===== config.mk =====
export PLATFORM = sky130hd
export DESIGN_NAME = bcci_axis_framer
export DESIGN_NICKNAME = d
export VERILOG_FILES = /design/src/rtl/bcci_axis_pkg.sv /design/src/rtl/bcci_axis_skid.sv /design/src/rtl/bcci_axis_framer.sv
export SDC_FILE = /design/constraint.sdc
export NUM_CORES = 1
export LEC_CHECK = 0
export ABC_CLOCK_PERIOD_IN_PS = 2500
export BUFFER_PORTS_ARGS = -buffer_cell sky130_fd_sc_hd__buf_2
export CORE_ASPECT_RATIO = 0.9
export CORE_MARGIN = 8
export CORE_UTILIZATION = 50
export DETAILED_ROUTE_END_ITERATION = 12
export PLACE_DENSITY = 0.8
export SYNTH_ARGS = -nofsm -noshare
export SYNTH_HDL_FRONTEND = slang
export SYNTH_SLANG_ARGS = --single-unit

===== constraint.sdc =====
create_clock -name clk -period 2.5 [get_ports clk]
set_clock_uncertainty 0.1 [all_clocks]
set_input_delay 0.375 -clock clk [delete_from_list [all_inputs] [get_ports clk]]
set_output_delay 0.375 -clock clk [all_outputs]
set_load 0.01 [all_outputs]

===== src/rtl/bcci_axis_pkg.sv =====
// bcci_axis_pkg: types and width helpers shared by the framer and its skid buffer
package bcci_axis_pkg;
   typedef enum logic [1:0] {ST_IDLE, ST_RUN, ST_DRAIN} state_t;
   typedef struct packed {
      logic user;
      logic last;
   } beat_tag_t;
   localparam int TAG_W = $bits(beat_tag_t);
   function automatic int cnt_w(input int n);
      return (n > 1) ? $clog2(n) : 1;
   endfunction
endpackage


===== src/rtl/bcci_axis_skid.sv =====
// bcci_axis_skid: two-entry valid/ready skid buffer with a registered output beat
module bcci_axis_skid #(
   parameter int W = 8
) (
   input  logic         clk,
   input  logic         rst,
   input  logic         s_valid,
   output logic         s_ready,
   input  logic [W-1:0] s_data,
   output logic         m_valid,
   input  logic         m_ready,
   output logic [W-1:0] m_data,
   output logic [1:0]   occ
);
   logic [1:0] occ_q, occ_d;
   logic [W-1:0] head_q, head_d, tail_q, tail_d;
   logic push, pop;
   assign s_ready = occ_q != 2'd2;
   assign m_valid = occ_q != 2'd0;
   assign m_data  = head_q;
   assign occ     = occ_q;
   assign push    = s_valid && s_ready;
   assign pop     = m_valid && m_ready;
   // head is the beat on the output; tail only fills while head is stalled
   always_comb begin
      occ_d  = occ_q + {1'b0, push} - {1'b0, pop};
      head_d = head_q;
      tail_d = tail_q;
      if (push && (occ_q == 2'd0 || (occ_q == 2'd1 && pop))) head_d = s_data;
      else if (push) tail_d = s_data;
      else if (pop && occ_q == 2'd2) head_d = tail_q;
   end
   // storage and occupancy registers
   always_ff @(posedge clk) begin
      if (rst) begin
         occ_q  <= 2'd0;
         head_q <= '0;
         tail_q <= '0;
      end else begin
         occ_q  <= occ_d;
         head_q <= head_d;
         tail_q <= tail_d;
      end
   end
endmodule


===== src/rtl/bcci_axis_framer.sv =====
// bcci_axis_framer: frames a raw pixel stream into AXI4-Stream with SOF on tuser and EOL on tlast
module bcci_axis_framer
   import bcci_axis_pkg::*;
#(
   parameter int DATA_WIDTH = 24,
   parameter int IMG_WIDTH  = 960,
   parameter int IMG_HEIGHT = 540,
   parameter int ID_VALUE   = 0,
   parameter int DEST_VALUE = 0
) (
   input  logic                    clk,
   input  logic                    rst,
   input  logic                    start,
   output logic                    busy,
   output logic                    frame_done,
   input  logic                    pix_valid,
   output logic                    pix_ready,
   input  logic [DATA_WIDTH-1:0]   pix_data,
   output logic                    m_axis_tvalid,
   input  logic                    m_axis_tready,
   output logic [DATA_WIDTH-1:0]   m_axis_tdata,
   output logic [DATA_WIDTH/8-1:0] m_axis_tkeep,
   output logic [DATA_WIDTH/8-1:0] m_axis_tstrb,
   output logic                    m_axis_tlast,
   output logic                    m_axis_tuser,
   output logic                    m_axis_tid,
   output logic                    m_axis_tdest
);
   localparam int XW = cnt_w(IMG_WIDTH);
   localparam int YW = cnt_w(IMG_HEIGHT);
   localparam logic [XW-1:0] X_LAST = XW'(IMG_WIDTH - 1);
   localparam logic [YW-1:0] Y_LAST = YW'(IMG_HEIGHT - 1);
   typedef struct packed {
      logic [DATA_WIDTH-1:0] data;
      beat_tag_t             tag;
   } beat_t;
   state_t state_q, state_d;
   logic [XW-1:0] in_x_q, in_x_d;
   logic [YW-1:0] in_y_q, in_y_d;
   logic done_q, done_d;
   logic skid_ready, accept, pop_final, x_last, y_last;
   logic [1:0] occ;
   beat_t in_beat, out_beat;
   assign x_last    = in_x_q == X_LAST;
   assign y_last    = in_y_q == Y_LAST;
   assign pix_ready = (state_q == ST_RUN) && skid_ready;
   assign accept    = pix_valid && pix_ready;
   assign in_beat   = {pix_data, (in_x_q == '0) && (in_y_q == '0), x_last};
   // no beats enter during DRAIN, so the final beat is the only one left when occupancy is 1
   assign pop_final = m_axis_tvalid && m_axis_tready && occ == 2'd1;
   bcci_axis_skid #(.W(DATA_WIDTH + TAG_W)) u_skid (
      .clk     (clk),
      .rst     (rst),
      .s_valid (accept),
      .s_ready (skid_ready),
      .s_data  (in_beat),
      .m_valid (m_axis_tvalid),
      .m_ready (m_axis_tready),
      .m_data  (out_beat),
      .occ     (occ)
   );
   // frame sequencing and raster position of the next accepted pixel
   always_comb begin
      state_d = state_q;
      in_x_d  = in_x_q;
      in_y_d  = in_y_q;
      done_d  = 1'b0;
      if (state_q == ST_IDLE && start) begin
         state_d = ST_RUN;
         in_x_d  = '0;
         in_y_d  = '0;
      end else if (accept) begin
         in_x_d  = x_last ? '0 : in_x_q + 1'b1;
         in_y_d  = x_last ? (y_last ? '0 : in_y_q + 1'b1) : in_y_q;
         state_d = (x_last && y_last) ? ST_DRAIN : ST_RUN;
      end else if (state_q == ST_DRAIN && pop_final) begin
         state_d = ST_IDLE;
         done_d  = 1'b1;
      end
   end
   // state, counters and done pulse
   always_ff @(posedge clk) begin
      if (rst) begin
         state_q <= ST_IDLE;
         in_x_q  <= '0;
         in_y_q  <= '0;
         done_q  <= 1'b0;
      end else begin
         state_q <= state_d;
         in_x_q  <= in_x_d;
         in_y_q  <= in_y_d;
         done_q  <= done_d;
      end
   end
   assign busy         = state_q != ST_IDLE;
   assign frame_done   = done_q;
   assign m_axis_tdata = out_beat.data;
   assign m_axis_tuser = out_beat.tag.user;
   assign m_axis_tlast = out_beat.tag.last;
   assign m_axis_tkeep = '1;
   assign m_axis_tstrb = '1;
   assign m_axis_tid   = 1'(ID_VALUE);
   assign m_axis_tdest = 1'(DEST_VALUE);
endmodule

==> results_dict.tcl <==
set metrics [dict create \
    coreArea_um2 6930 \
    grt_pass1_vias 3214 \
    nNetsFinal 527 \
    grt_pass1_wl_um 15120 \
    synth_edf_count 0 \
    netlist_area_um2 3507 \
    cellLeakagePower_nw 1.497 \
    grt_overflow 0 \
    pre_cts_ws_ns 0.2767 \
    cts_sinks 77 \
    seq_area_frac_synth 0.4395 \
    synthSimpleGateAreaFrac 0.2676 \
    wl_per_cell_um 15.25 \
    holdCritPathClass "in2reg" \
    rsz0062_at_grt "false" \
    hold_viol_final 0 \
    worst-setup-path-type "reg2reg" \
    gp_congestion 0.9081 \
    synth_cell_types 42 \
    start_util 0.5060 \
    worstSkewPairLatency_ns 0.35 \
    synth_compound_area_frac 0.1919 \
    rows 29 \
    synth_fa_ha_area_frac 0.02141 \
    synth-xor-area-share 0.009989 \
    slew_viol_final 0 \
    period_needed_ns 2.297 \
    synth_top_area_share 0.4395 \
    cts_tree "done" \
    setup_slack_ns 0.2025 \
    synthCells 440 \
    crit_path_end_kind "flop" \
    worstPathMaxFanout 17 \
    drive_gt1_frac 0.1976 \
    io_pins 67 \
    relSlewSlack 0.5830 \
    synth_common_cells "84 x nand2_1, 77 x dfxtp_1, 45 x a21oi_1" \
    antenna_left 0 \
    required_ns 2.62 \
    yosys.area.top_type "dfxtp_1" \
    p_per_area_nw_per_um2 684.6 \
    dp_hpwl_um 6109 \
    syn_avg_cell_area_um2 7.971 \
    antenna_found_initial 0 \
    area_growth_pct 16.87 \
    cts-buffers-inserted 9 \
    via_count 3423 \
    clockRootBuffer "clkbuf_8" \
    cts_hold_buf 0 \
    synth_top_family_by_area "simple AND/OR/NAND/NOR gates" \
    synthFlopType "dfxtp_1" \
    die_h_um 95.46 \
    worst_pin_slew_ns 0.6208 \
    vdd_drop_max_mv 0.3061 \
    synth.area.top_cells "dfxtp_1 44%, nand2_1 9.0%, a311oi_1 6.5%" \
    finalCritPeriodShare 0.9190 \
    drc_errors 0 \
    synth.most_common_cell "nand2_1" \
    crit_path_start_kind "flop" \
    dieArea_um2 9954 \
    tns_ns 0 \
    grt_start_max_net_pins 53 \
    first_iter_violations 294 \
    clock_path_buffers 2 \
    crit_arrival_ns 2.41 \
    htreeDepth 3 \
    synth-seq-cells 77 \
    max_freq_mhz 435.3 \
    fp.dieW_um 104.3 \
    r2r_slack_ns 0.20 \
    cts_resized 0 \
    finalSetupViolCount 0 \
    synth_warnings 0 \
    viasPerCell 5.812 \
    async_flop_share 0 \
    maxCapViolations 0 \
    path_clk_slew_ns 0.08 \
    wl_um 8981 \
    port_buffers 58 \
    cts_setup_buffers 0 \
    first_pass_iters 5 \
    diodes 0 \
    track_usage 0.1828 \
    synthMuxAreaShare 0.002854 \
    status "completed" \
]
## kinds of logic (layout without fill, tap and decap cells)
family                     count (synthesis)  count (layout)
and+or+nand+nor                          200             200
AOI/OAI and AO/OA                         99              99
DFF                                       77              77
buffers and inverters                     51             101
adders and majority gates                  6               6
xor gates and xnor gates                   4               4
other                                      2               8
muxes                                      1               1
## state kept, by name (all words and copies together) (netlist names)
name and flops:
frame_done 1, in_x_q 10, state_q 2, u_skid.tail_q 26, u_skid.m_data 26, in_y_q 10, u_skid.occ 2
## final cells by class
type,count,area (um2)
fillers,627,2831
multi-input cells,318,1800
flip-flops and latches,77,1541
repair buffers,70,392.9
clock buffers,9,123.9
well taps,93,116.4
clock inverters,6,63.81
inverters,16,60.06
## path summary, 6_finish.rpt
check,from,endpoint,depth (start not counted)
worst max register to register,in_x_q[0]$_SDFFE_PP0P_,in_x_q[0]$_SDFFE_PP0P_,5
worst min-delay path,pix_data[17],u_skid.tail_q[19]$_SDFFE_PP0P_,3
worst min register to register,u_skid.tail_q[3]$_SDFFE_PP0P_,u_skid.tail_q[3]$_SDFFE_PP0P_,2
worst max-delay path,in_x_q[0]$_SDFFE_PP0P_,in_x_q[0]$_SDFFE_PP0P_,5
## worst max-delay path, cell delays in order, from the launching register on
cell and delay [ns]:
dfxtp_1 0.42, ha_1 0.24, nand3b_1 0.13, or3_1 0.58, o21ai_1 0.60, nor2_1 0.10
## layout by cell type, fill, tap and decap left out, types with 3 or more instances in the layout
cell type  instances
dfxtp_1           77
and4_1             3
buf_2             58
nor3_1            10
nand2_1           84
nand4_1            8
ha_1               6
a21oi_1           45
inv_1             13
o21ai_0            7
xnor2_1            4
a31o_2             3
o31ai_1            7
buf_4             11
nor2_1            30
a311oi_1          26
nand3_1           36
clkbuf_8           9
or4_1             12
nand2b_1           3
or3_1              6
conb_1             8
## power by group
group	leakage [nW]	internal [mW]	total [mW]	switching, mW
sequential	0.625	1.30	1.35	0.0457
combinational	0.781	0.190	0.545	0.355
clock	0.0915	0.455	0.916	0.461
total	1.50	1.94	2.81	0.861
## metal layers
metal  GRT usage  vias up  share of wire
li1            -     1656              -
met1      0.2262     1612           0.44
met2      0.2853      136           0.46
met3     0.05541       19          0.080
met4     0.09386        0          0.026
met5           0        -              0
## through the flow
| step | instances | power (mW) | util | instance area [um2] | hold WS, ns |
|---|---|---|---|---|---|
| global route | 589 | 2.948 | 0.5914 | 4099 | 0.1572 |
| detailed placement | 574 | 1.915 | 0.5644 | 3911 | 0.3448 |
| CTS | 589 | 2.828 | 0.5914 | 4099 | 0.1528 |
| floorplan | 446 | 1.702 | - | 3530 | 0.3321 |
| finish | 589 | 2.806 | 0.5914 | 4099 | 0.1648 |
| global placement | 574 | 1.901 | 0.5644 | 3911 | 0.3387 |
Note: power is estimated with default switching activity, not from simulation.
